### src/rtl/calc_pkg.sv
// Shared widths, FSM encodings and LED bit positions for the calculator sequencer.
// Optional debounce is enabled by defining CALC_DEBOUNCE_EN (see calc_button).
package calc_pkg;

  localparam int unsigned DATA_W  = 8;
  localparam int unsigned OP_W    = 4;
  localparam int unsigned STATE_W = 3;
  localparam int unsigned CNT_W   = 4;

  // Legacy-compatible fixed encodings; State output exposes these directly.
  localparam logic [STATE_W-1:0] StIdle   = 3'd0;
  localparam logic [STATE_W-1:0] StWithA  = 3'd1;
  localparam logic [STATE_W-1:0] StWithB  = 3'd2;
  localparam logic [STATE_W-1:0] StExec   = 3'd3;
  localparam logic [STATE_W-1:0] StResult = 3'd4;

  localparam int unsigned LedZero  = 0;
  localparam int unsigned LedCarry = 1;
  localparam int unsigned LedOvf   = 2;
  localparam int unsigned LedValid = 3;

endpackage

### src/rtl/calc_sequencer_if.sv
// Board/ALU-facing signal bundle of the calculator sequencer.
// slave: the sequencer side; master: the board/ALU side driving switches and ALU flags.
interface calc_sequencer_if;
  import calc_pkg::*;

  logic [OP_W+DATA_W-1:0] Switchs;
  logic                   Enter;
  logic                   Clear;
  logic [DATA_W-1:0]      alu_A;
  logic [DATA_W-1:0]      alu_B;
  logic [OP_W-1:0]        alu_Op;
  logic [DATA_W-1:0]      alu_Result;
  logic                   alu_Carry;
  logic                   alu_Zero;
  logic                   alu_Overflow;
  logic [DATA_W-1:0]      Result;
  logic [STATE_W-1:0]     State;
  logic [3:0]             Leds;
  logic                   Busy;

  modport slave (
    input  Switchs, Enter, Clear, alu_Result, alu_Carry, alu_Zero, alu_Overflow,
    output alu_A, alu_B, alu_Op, Result, State, Leds, Busy
  );

  modport master (
    output Switchs, Enter, Clear, alu_Result, alu_Carry, alu_Zero, alu_Overflow,
    input  alu_A, alu_B, alu_Op, Result, State, Leds, Busy
  );

endinterface

### src/rtl/calc_button.sv
// Push-button conditioner: 2-flop synchronizer, optional debounce filter
// (CALC_DEBOUNCE_EN), and a registered single-cycle rising-edge pulse.
module calc_button #(
  parameter int unsigned DEBOUNCE_CYCLES = 16  // must be >= 1 when debounce is enabled
) (
  input  logic clk_i,
  input  logic rst_ni,
  input  logic btn_i,
  output logic pulse_o
);

  logic sync1_q, sync2_q;
  logic level;
  logic prev_q, armed_q, primed_q, pulse_q;
  logic armed_d, pulse_d;

  // Two-stage synchronizer for the asynchronous button.
  always_ff @(posedge clk_i or negedge rst_ni) begin
    if (!rst_ni) begin
      sync1_q <= 1'b0;
      sync2_q <= 1'b0;
    end else begin
      sync1_q <= btn_i;
      sync2_q <= sync1_q;
    end
  end

`ifdef CALC_DEBOUNCE_EN
  localparam int unsigned CntW = $clog2(DEBOUNCE_CYCLES + 1);

  logic [CntW-1:0] db_cnt_q, db_cnt_d;
  logic            filt_q, filt_d;

  // Filtered level follows the synchronized level only after it has differed
  // for DEBOUNCE_CYCLES consecutive cycles.
  always_comb begin
    filt_d   = filt_q;
    db_cnt_d = '0;
    if (sync2_q != filt_q) begin
      if (db_cnt_q == CntW'(DEBOUNCE_CYCLES - 1)) begin
        filt_d = sync2_q;
      end else begin
        db_cnt_d = db_cnt_q + 1'b1;
      end
    end
  end

  // Debounce state registers.
  always_ff @(posedge clk_i or negedge rst_ni) begin
    if (!rst_ni) begin
      filt_q   <= 1'b0;
      db_cnt_q <= '0;
    end else begin
      filt_q   <= filt_d;
      db_cnt_q <= db_cnt_d;
    end
  end

  assign level = filt_q;
`else
  assign level = sync2_q;
`endif

  // Arm only once a genuine low has been seen after the synchronizer has filled, so a
  // button held through reset release cannot fire.
  always_comb begin
    armed_d = armed_q | (primed_q & ~sync1_q & ~level);
    pulse_d = level & ~prev_q & armed_q;
  end

  // Edge-detect registers; the pulse is registered for a clean single-cycle output.
  always_ff @(posedge clk_i or negedge rst_ni) begin
    if (!rst_ni) begin
      prev_q   <= 1'b0;
      armed_q  <= 1'b0;
      primed_q <= 1'b0;
      pulse_q  <= 1'b0;
    end else begin
      prev_q   <= level;
      armed_q  <= armed_d;
      primed_q <= 1'b1;
      pulse_q  <= pulse_d;
    end
  end

  assign pulse_o = pulse_q;

endmodule

### src/rtl/calc_sequencer.sv
// Calculator sequencer: collects operand A, operand B and opcode from the switches on
// successive Enter presses, waits ALU_LATENCY cycles, then captures the ALU result/flags.
// Clear returns to IDLE from anywhere. Define CALC_DEBOUNCE_EN to debounce the buttons.
module calc_sequencer
  import calc_pkg::*;
#(
  parameter int unsigned DEBOUNCE_CYCLES = 16,
  parameter int unsigned ALU_LATENCY     = 1   // 1..15
) (
  input  logic           clock,
  input  logic           Reset_n,
  calc_sequencer_if.slave bus_io
);

  localparam logic [CNT_W-1:0] LatCnt = CNT_W'(ALU_LATENCY);

  logic enter_p, clear_p;

  logic [STATE_W-1:0] state_q, state_d;
  logic [DATA_W-1:0]  a_q, a_d;
  logic [DATA_W-1:0]  b_q, b_d;
  logic [OP_W-1:0]    op_q, op_d;
  logic [DATA_W-1:0]  result_q, result_d;
  logic [3:0]         leds_q, leds_d;
  logic [CNT_W-1:0]   cnt_q, cnt_d;

  calc_button #(
    .DEBOUNCE_CYCLES (DEBOUNCE_CYCLES)
  ) u_enter_btn (
    .clk_i   (clock),
    .rst_ni  (Reset_n),
    .btn_i   (bus_io.Enter),
    .pulse_o (enter_p)
  );

  calc_button #(
    .DEBOUNCE_CYCLES (DEBOUNCE_CYCLES)
  ) u_clear_btn (
    .clk_i   (clock),
    .rst_ni  (Reset_n),
    .btn_i   (bus_io.Clear),
    .pulse_o (clear_p)
  );

  // Next-state and datapath decode; clear overrides everything, including a same-cycle enter.
  always_comb begin
    state_d  = state_q;
    a_d      = a_q;
    b_d      = b_q;
    op_d     = op_q;
    result_d = result_q;
    leds_d   = leds_q;
    cnt_d    = cnt_q;
    if (clear_p) begin
      state_d  = StIdle;
      a_d      = '0;
      b_d      = '0;
      op_d     = '0;
      result_d = '0;
      leds_d   = '0;
      cnt_d    = '0;
    end else begin
      case (state_q)
        StIdle: begin
          if (enter_p) begin
            a_d     = bus_io.Switchs[DATA_W-1:0];
            state_d = StWithA;
          end
        end
        StWithA: begin
          if (enter_p) begin
            b_d     = bus_io.Switchs[DATA_W-1:0];
            state_d = StWithB;
          end
        end
        StWithB, StResult: begin
          if (enter_p) begin
            op_d             = bus_io.Switchs[OP_W+DATA_W-1:DATA_W];
            cnt_d            = LatCnt;
            leds_d[LedValid] = 1'b0;
            state_d          = StExec;
          end
        end
        StExec: begin
          // Enter is dropped here. A zero count is treated like 1 so EXEC always ends.
          if (cnt_q <= CNT_W'(1)) begin
            result_d         = bus_io.alu_Result;
            leds_d[LedZero]  = bus_io.alu_Zero;
            leds_d[LedCarry] = bus_io.alu_Carry;
            leds_d[LedOvf]   = bus_io.alu_Overflow;
            leds_d[LedValid] = 1'b1;
            cnt_d            = '0;
            state_d          = StResult;
          end else begin
            cnt_d = cnt_q - 1'b1;
          end
        end
        default: state_d = StIdle;
      endcase
    end
  end

  // FSM and datapath registers.
  always_ff @(posedge clock or negedge Reset_n) begin
    if (!Reset_n) begin
      state_q  <= StIdle;
      a_q      <= '0;
      b_q      <= '0;
      op_q     <= '0;
      result_q <= '0;
      leds_q   <= '0;
      cnt_q    <= '0;
    end else begin
      state_q  <= state_d;
      a_q      <= a_d;
      b_q      <= b_d;
      op_q     <= op_d;
      result_q <= result_d;
      leds_q   <= leds_d;
      cnt_q    <= cnt_d;
    end
  end

  assign bus_io.alu_A  = a_q;
  assign bus_io.alu_B  = b_q;
  assign bus_io.alu_Op = op_q;
  assign bus_io.Result = result_q;
  assign bus_io.State  = state_q;
  assign bus_io.Leds   = leds_q;
  assign bus_io.Busy   = (state_q == StExec);

endmodule

### src/flat_wrapper.sv
// flat-port wrapper written by rule: the top's interface ports become plain ports
module calc_sequencer_flat import calc_pkg::*;
#(
  parameter int unsigned DEBOUNCE_CYCLES = 16,
  parameter int unsigned ALU_LATENCY     = 1           
)
  (clock, Reset_n, bus_io_Switchs, bus_io_Enter, bus_io_Clear, bus_io_alu_Result, bus_io_alu_Carry, bus_io_alu_Zero, bus_io_alu_Overflow, bus_io_alu_A, bus_io_alu_B, bus_io_alu_Op, bus_io_Result, bus_io_State, bus_io_Leds, bus_io_Busy);
  calc_sequencer_if bus_io_i ();
  input  logic clock;
  input  logic Reset_n;
  input wire logic [$bits(bus_io_i.Switchs)-1:0] bus_io_Switchs;
  input wire logic [$bits(bus_io_i.Enter)-1:0] bus_io_Enter;
  input wire logic [$bits(bus_io_i.Clear)-1:0] bus_io_Clear;
  input wire logic [$bits(bus_io_i.alu_Result)-1:0] bus_io_alu_Result;
  input wire logic [$bits(bus_io_i.alu_Carry)-1:0] bus_io_alu_Carry;
  input wire logic [$bits(bus_io_i.alu_Zero)-1:0] bus_io_alu_Zero;
  input wire logic [$bits(bus_io_i.alu_Overflow)-1:0] bus_io_alu_Overflow;
  output wire logic [$bits(bus_io_i.alu_A)-1:0] bus_io_alu_A;
  output wire logic [$bits(bus_io_i.alu_B)-1:0] bus_io_alu_B;
  output wire logic [$bits(bus_io_i.alu_Op)-1:0] bus_io_alu_Op;
  output wire logic [$bits(bus_io_i.Result)-1:0] bus_io_Result;
  output wire logic [$bits(bus_io_i.State)-1:0] bus_io_State;
  output wire logic [$bits(bus_io_i.Leds)-1:0] bus_io_Leds;
  output wire logic [$bits(bus_io_i.Busy)-1:0] bus_io_Busy;
  assign bus_io_i.Switchs = bus_io_Switchs;
  assign bus_io_i.Enter = bus_io_Enter;
  assign bus_io_i.Clear = bus_io_Clear;
  assign bus_io_i.alu_Result = bus_io_alu_Result;
  assign bus_io_i.alu_Carry = bus_io_alu_Carry;
  assign bus_io_i.alu_Zero = bus_io_alu_Zero;
  assign bus_io_i.alu_Overflow = bus_io_alu_Overflow;
  assign bus_io_alu_A = bus_io_i.alu_A;
  assign bus_io_alu_B = bus_io_i.alu_B;
  assign bus_io_alu_Op = bus_io_i.alu_Op;
  assign bus_io_Result = bus_io_i.Result;
  assign bus_io_State = bus_io_i.State;
  assign bus_io_Leds = bus_io_i.Leds;
  assign bus_io_Busy = bus_io_i.Busy;
  calc_sequencer #(.DEBOUNCE_CYCLES(DEBOUNCE_CYCLES), .ALU_LATENCY(ALU_LATENCY)) u_core (.clock(clock), .Reset_n(Reset_n), .bus_io(bus_io_i));
endmodule
### config.mk
export PLATFORM = sky130hd
export DESIGN_NAME = calc_sequencer_flat
export DESIGN_NICKNAME = d
export VERILOG_FILES = /design/src/rtl/calc_pkg.sv /design/src/rtl/calc_sequencer_if.sv /design/src/rtl/calc_button.sv /design/src/rtl/calc_sequencer.sv /design/src/flat_wrapper.sv
export SDC_FILE = /design/constraint.sdc
export NUM_CORES = 1
export LEC_CHECK = 0
export CAP_MARGIN = 20
export CORE_MARGIN = 1
export CORE_UTILIZATION = 49
export CTS_BUF_LIST = sky130_fd_sc_hd__clkbuf_2
export DETAILED_ROUTE_END_ITERATION = 12
export PLACE_DENSITY = 0.92
export SYNTH_ARGS = -nofsm -noshare
export SYNTH_HDL_FRONTEND = slang
export SYNTH_HIERARCHICAL = 1
export SYNTH_SLANG_ARGS = --single-unit
### constraint.sdc
create_clock -name clock -period 1.8 [get_ports clock]
set_input_delay 0.18 -clock clock [delete_from_list [all_inputs] [get_ports clock]]
set_output_delay 0.18 -clock clock [all_outputs]
set_load 0.01 [all_outputs]
==> flow_metrics.py, run 1 <==
metrics = {
    "synth": {
        "synthArstFlopShare": 1.00,
        "ys_seq_area_frac": 0.590,
        "synth.distinct_cells": 36,
        "post_syn_area_mm2": 0.00216,
        "yosysMostFrequentCell": "sky130_fd_sc_hd__dfrtp_1",
        "synthFlopType": "sky130_fd_sc_hd__dfrtp_1",
        "post_synth_most_frequent_cells": "sky130_fd_sc_hd__dfrtp_1 (51), sky130_fd_sc_hd__nand2_1 (40), sky130_fd_sc_hd__nor2_1 (24)",
        "synth-edff-count": 0,
        "synth_top_cells_by_area": "sky130_fd_sc_hd__dfrtp_1 (59%), sky130_fd_sc_hd__mux2i_1 (7.4%), sky130_fd_sc_hd__nand2_1 (6.9%)",
        "syn_avg_cell_area_um2": 11.0,
        "post-synth-top-area-fraction": 0.590,
        "netlist_instances": 196,
        "post_synthesis_cell_type_with_the_largest_combined_area": "sky130_fd_sc_hd__dfrtp_1",
        "synth_seq_cells": 51,
        "synth.net_count": 225,
        "ys.warnings.count": 6,
    },
    "critical_path": {
        "criticalPathCategory": "register to output pin",
        "cp_slowest_cell": "sky130_fd_sc_hd__clkdlybuf4s50_1",
        "timing.critical_path.max_delay_family": "buffers and inverters",
        "endpoint_type_of_the_worst_setup_path": "output pin",
        "worstPathRequired_ns": 1.62,
        "critical_path_buf_inv_count": 2,
        "crit_path_cell_trace": "buf_4 -> clkdlybuf4s50_1",
        "crit_fanout": 3,
        "timing.critical_path.from_type": "register",
        "slowest_delay_ns": 0.53,
        "cp.arrival_ns": 1.54,
    },
    "clocking": {
        "cts_tree": "done",
        "cts_buffers": 5,
        "path_clk_slew_ns": 0.26,
        "clockBufferDepth": 2,
        "worstSkewPairLatency_ns": 0.43,
        "cts_max_level": 2,
        "cts-root-buf": "sky130_fd_sc_hd__clkbuf_2",
        "tritoncts_num_sinks": 51,
    },
    "floorplanning": {
        "dieHeight_um": 68.5,
        "coreArea_mm2": 0.00412,
        "dieArea_mm2": 0.00469,
        "floorplan.die.width_um": 68.5,
        "ios": 63,
        "floorplan.initialDensity": 0.526,
        "std_cell_rows": 23,
    },
    "layout": {
        "nNetsFinal": 300,
        "number_of_antenna_repair_diodes": 0,
        "fin_util": 0.725,
        "fillers": 278,
        "syn2layout_area_growth_pct": 37.9,
        "layout_cells_sized_above_1": 0.129,
    },
    "place": {
        "dp_worst_setup_slack_ns": 0.149,
        "place.detailed.hpwl_mm": 3.17,
        "buffer_ports.inserted": 62,
        "routabilityCongestion": 0.794,
    },
    "routing": {
        "wl_mm": 4.63,
        "dr_total_vias": 1698,
        "drt_pre_antenna_iters": 4,
        "antenna_left": 0,
        "drt-vias-per-instance": 5.27,
        "drt_drc_violations_left": 0,
        "mean_routed_wirelength_per_cell_um": 14.4,
        "drt_iter0_markers": 123,
    },
    "power_and_ir_drop": {
        "p_leak_nw": 1.36,
        "max-vdd-ir-drop_uv": 739,
        "power.density_mw_per_mm2": 1190,
    },
    "global_routing": {
        "grt_max_degree": 36,
        "antenna_found_initial": 0,
        "grt_overflow_total": 0,
        "grt_first_pass_wirelength_mm": 7.32,
        "track_usage": 0.219,
        "via_count_of_the_first_global_routing_pass": 1606,
    },
    "run_status": {
        "status": "completed",
    },
    "hold_path": {
        "min_path_type": "input pin to register",
    },
    "timing": {
        "setup_violations_final": 0,
        "layout_min_cycle_time_ns": 1.72,
        "clock.fmax_mhz": 580,
        "grt_setup_unrepaired": "false",
        "worst_slew_pin_slew_ns": 0.565,
        "number_of_slew_limit_violations_in_the_final_report": 0,
        "finalHoldViolations": 0,
        "timing.max_slew.rel_slack": 0.623,
        "final.setup_skew_ns": 0.00938,
        "sum_of_negative_setup_slack_ns": 0,
        "final.setup.worst_slack_ns": 0.0773,
        "final.period_utilization": 0.957,
    },
    "flow_run": {
        "max-cap-violations": 0,
    },
}
through the flow:
step	power, mW	hold WS (ns)	instance area (um2)	cells
after floorplan	2.30	-0.116	2160	196
after global placement	2.94	0.196	2870	306
after detailed placement	2.99	0.205	2870	306
after CTS	3.55	0.118	2970	321
after global routing	3.79	0.0931	2990	322
final	3.55	0.137	2990	322
cell type report:
| class | count | area (um2) | share of cell area |
|---|---|---|---|
| timing repair buffer | 77 | 761 | 0.255 |
| tap | 50 | 62.6 | 0.0210 |
| inverter | 4 | 15.0 | 0.00503 |
| clock buffer | 5 | 25.0 | 0.00838 |
| sequential | 51 | 1280 | 0.429 |
| clock inverter | 3 | 23.8 | 0.00796 |
| multi-input combinational | 132 | 818 | 0.274 |
power by group:
group          leakage [nW]  internal [mW]  total [mW]  switching (mW)
sequential            0.662           1.39        1.54           0.156
combinational         0.669          0.825        1.53           0.706
clock                0.0256         0.0996       0.476           0.376
total                  1.36           2.31        3.55            1.24
placed cells by master (no fill, tap or decap), types with 5 or more instances in the layout:
| cell | count |
|---|---|
| sky130_fd_sc_hd__nand2_1 | 40 |
| sky130_fd_sc_hd__a21oi_1 | 18 |
| sky130_fd_sc_hd__mux2i_1 | 16 |
| sky130_fd_sc_hd__dfrtp_1 | 48 |
| sky130_fd_sc_hd__nor2_1 | 24 |
| sky130_fd_sc_hd__buf_4 | 12 |
| sky130_fd_sc_hd__clkbuf_2 | 5 |
| sky130_fd_sc_hd__clkdlybuf4s50_1 | 58 |
logic make-up after synthesis:
logic type / synth area share
AO/OA/AOI/OAI: 0.102
buffers and inverters: 0.0324
multiplexers: 0.0740
other: 0.00347
flip-flops: 0.590
adder cells (fa/ha/maj): 0.0116
AND/OR/NAND/NOR: 0.187
path summary, 6_finish.rpt:
path                                            startpoint                    endpoint  slack, ns  cells after the start
worst max register to register  u_core/u_enter_btn/pulse_o      u_core/bus_io.alu_B[3]       0.15                      4
worst max-delay path                u_core/bus_io.State[0]             bus_io_State[0]       0.08                      2
min in group asynchronous                          Reset_n      u_core/bus_io.alu_A[5]       0.21                      2
worst min register to register  u_core/u_enter_btn/sync1_q    u_core/u_enter_btn/level       0.41                      0
max in group asynchronous                          Reset_n      u_core/bus_io.State[0]       1.03                      3
worst min-delay path                          bus_io_Clear  u_core/u_clear_btn/sync1_q       0.14                      1
sequential cells by signal, summed over array words and instances, names as in the netlist:
| signal | flops |
|---|---|
| u_core/bus_io.Leds | 4 |
| u_core/bus_io.Result | 8 |
| u_core/bus_io.State | 3 |
| u_core/bus_io.alu_A | 8 |
| u_core/bus_io.alu_B | 8 |
| u_core/bus_io.alu_Op | 4 |
| u_core/cnt_q | 4 |
| u_core/u_clear_btn/armed_q | 1 |
| u_core/u_clear_btn/level | 1 |
| u_core/u_clear_btn/prev_q | 1 |
| u_core/u_clear_btn/primed_q | 1 |
| u_core/u_clear_btn/pulse_o | 1 |
| u_core/u_clear_btn/sync1_q | 1 |
| u_core/u_enter_btn/armed_q | 1 |
| u_core/u_enter_btn/level | 1 |
| u_core/u_enter_btn/prev_q | 1 |
| u_core/u_enter_btn/primed_q | 1 |
| u_core/u_enter_btn/pulse_o | 1 |
| u_core/u_enter_btn/sync1_q | 1 |
worst register-to-register path: stages, from the launching register on:
cell	delay [ns]
sky130_fd_sc_hd__dfrtp_1	0.57
sky130_fd_sc_hd__inv_2	0.12
sky130_fd_sc_hd__or4b_1	0.66
sky130_fd_sc_hd__nand2_1	0.15
sky130_fd_sc_hd__a21oi_1	0.07
repair_timing:
item / 4_1_cts / 5_1_grt
setup endpoints to repair: 3 / 4
buffers inserted: 6 / 1
gates resized for setup: 4 / 3
hold buffers: 1 / 0
hold endpoints to repair: 23 / 0
metal layers:
layer,part of all wire,GRT usage,vias to the layer above,wire length (um)
met5,0,0,-,0
met4,0.011,0.0859,0,52
met3,0.063,0.0617,6,291
met2,0.49,0.353,65,2290
met1,0.43,0.279,818,2000
li1,-,-,809,-
(Power assumes the default switching activity.)
==> run 2, diff against run 1 <==
- CTS_CLUSTER_DIAMETER: not set -> 120
- RECOVER_POWER: not set -> 50
==> flow_metrics.py, run 2 (synthesis results as in run 1) <==
metrics = {
    "run_status": {
        "status": "completed",
    },
    "routing": {
        "drt_iter0_markers": 104,
        "mean_routed_wirelength_per_cell_um": 14.3,
        "dr_total_vias": 1694,
        "drt_drc_violations_left": 0,
        "drt_pre_antenna_iters": 4,
        "drt-vias-per-instance": 5.26,
        "wl_mm": 4.61,
        "antenna_left": 0,
    },
    "global_routing": {
        "antenna_found_initial": 0,
        "grt-busiest-layer": "met2",
        "grt_overflow_total": 0,
        "grt_max_degree": 36,
        "via_count_of_the_first_global_routing_pass": 1606,
        "gr-usage-met2": 0.353,
        "grt_first_pass_wirelength_mm": 7.32,
        "grt.met1_usage": 0.279,
        "track_usage": 0.219,
        "grt_use_met3": 0.0617,
    },
    "power_and_ir_drop": {
        "switching_share": 0.349,
        "switching_power_mw": 1.24,
        "combPwrFrac": 0.431,
        "power.density_mw_per_mm2": 1190,
        "max-vdd-ir-drop_uv": 739,
        "power.clock.fraction": 0.134,
        "design_power_total_mw": 3.55,
        "power.internal_mw": 2.31,
        "flop_pwr_share": 0.435,
        "p_leak_nw": 1.32,
    },
    "critical_path": {
        "worstPathRequired_ns": 1.62,
        "timing.critical_path.from_type": "register",
        "cp.arrival_ns": 1.54,
        "criticalPathCategory": "register to output pin",
        "endpoint_type_of_the_worst_setup_path": "output pin",
        "crit_fanout": 3,
    },
    "timing": {
        "timing.max_slew.rel_slack": 0.0903,
        "final.setup.worst_slack_ns": 0.0757,
        "final.setup_skew_ns": 0.00933,
        "layout_min_cycle_time_ns": 1.72,
        "clock.fmax_mhz": 580,
        "worst_slew_pin_slew_ns": 1.36,
        "final.period_utilization": 0.958,
        "hold_ws_ns": 0.268,
        "finalHoldViolations": 0,
        "setup_violations_final": 0,
        "sum_of_negative_setup_slack_ns": 0,
        "number_of_slew_limit_violations_in_the_final_report": 0,
        "grt_setup_unrepaired": "false",
    },
    "layout": {
        "syn2layout_area_growth_pct": 37.6,
        "layout_cells_sized_above_1": 0.125,
        "layout.cells.most_common": "sky130_fd_sc_hd__clkdlybuf4s50_1",
        "number_of_antenna_repair_diodes": 0,
        "mostFrequentLayoutCells": "sky130_fd_sc_hd__clkdlybuf4s50_1 (55), sky130_fd_sc_hd__dfrtp_1 (48), sky130_fd_sc_hd__nand2_1 (40)",
        "finalInstanceArea_mm2": 0.00298,
        "nNetsFinal": 300,
    },
    "place": {
        "placed_area_mm2": 0.00287,
        "dp_worst_setup_slack_ns": 0.149,
        "place.detailed.hpwl_mm": 3.17,
        "routabilityCongestion": 0.794,
        "buffer_ports.inserted": 62,
    },
    "clocking": {
        "path_clk_slew_ns": 0.26,
        "tritoncts_num_sinks": 51,
        "worstSkewPairLatency_ns": 0.43,
        "clockBufferDepth": 2,
        "cts_tree": "done",
        "cts-root-buf": "sky130_fd_sc_hd__clkbuf_2",
        "cts_buffers": 5,
        "cts_max_level": 2,
    },
    "floorplanning": {
        "std_cell_rows": 23,
        "ios": 63,
        "floorplan.initialDensity": 0.526,
        "floorplan.die.width_um": 68.5,
        "coreArea_mm2": 0.00412,
        "dieHeight_um": 68.5,
        "dieArea_mm2": 0.00469,
    },
    "hold_path": {
        "min_path_type": "input pin to register",
    },
    "flow_run": {
        "max-cap-violations": 0,
    },
}
run 2: cell count changes in the layout (fill, tap and decap cells not counted):
cell / before / now
sky130_fd_sc_hd__clkbuf_1: 0 / 1
sky130_fd_sc_hd__clkdlybuf4s50_1: 58 / 55
sky130_fd_sc_hd__buf_2: 1 / 0
sky130_fd_sc_hd__clkdlybuf4s25_1: 0 / 2
sky130_fd_sc_hd__dlymetal6s2s_1: 2 / 0
sky130_fd_sc_hd__dlygate4sd3_1: 1 / 4
run 2: worst paths after layout:
path                                         endpoint  slack (ns)  cells after the start                       start
max                                   bus_io_State[0]        0.08                      2      u_core/bus_io.State[0]
min                        u_core/u_clear_btn/sync1_q        0.27                      1                bus_io_Clear
max reg2reg                    u_core/bus_io.alu_B[3]        0.16                      4  u_core/u_enter_btn/pulse_o
min reg2reg                  u_core/u_enter_btn/level        0.41                      0  u_core/u_enter_btn/sync1_q
max in group asynchronous     u_core/bus_io.Result[5]        0.49                      2                     Reset_n
min in group asynchronous      u_core/bus_io.alu_A[5]        0.52                      2                     Reset_n
run 2: worst max-delay path: stages (launching register included):
cell and delay (ns):
sky130_fd_sc_hd__dfrtp_2 0.49, sky130_fd_sc_hd__buf_4 0.15, sky130_fd_sc_hd__clkdlybuf4s50_1 0.47
run 2: per-stage QoR:
stage	util	instances
3_3_place_gp	0.696	306
6_report	0.724	322
2_1_floorplan	-	196
4_1_cts	0.722	321
5_1_grt	0.724	322
3_5_place_dp	0.696	306
run 2: layout make-up:
cell class | instances | area [um2]
Tap cell | 50 | 62.6
Clock buffer | 5 | 25.0
Sequential cell | 51 | 1280
Clock inverter | 3 | 23.8
Timing Repair Buffer | 77 | 754
Inverter | 4 | 15.0
Fill cell | 281 | 1140
Multi-Input combinational cell | 132 | 818
run 2: routing by layer:
layer,part of all wire,routed length (um)
met1,0.43,1990
met2,0.49,2280
met3,0.062,286
met4,0.011,53
met5,0,0
run 2: power by group through the flow:
stage / Clock (mW) / Combinational, mW / Sequential, mW
floorplan: 0 / 0.657 / 1.64
global placement: 0 / 1.34 / 1.60
detailed placement: 0 / 1.38 / 1.61
CTS: 0.491 / 1.51 / 1.55
global route: 0.541 / 1.67 / 1.57
finish: 0.477 / 1.53 / 1.54
run 2: repair_timing:
item	4_1_cts	5_1_grt
hold buffers	1	0
setup endpoints to repair	3	4
cloned	0	0
resized for setup	4	3
hold endpoints to repair	23	0
buffers inserted	6	1
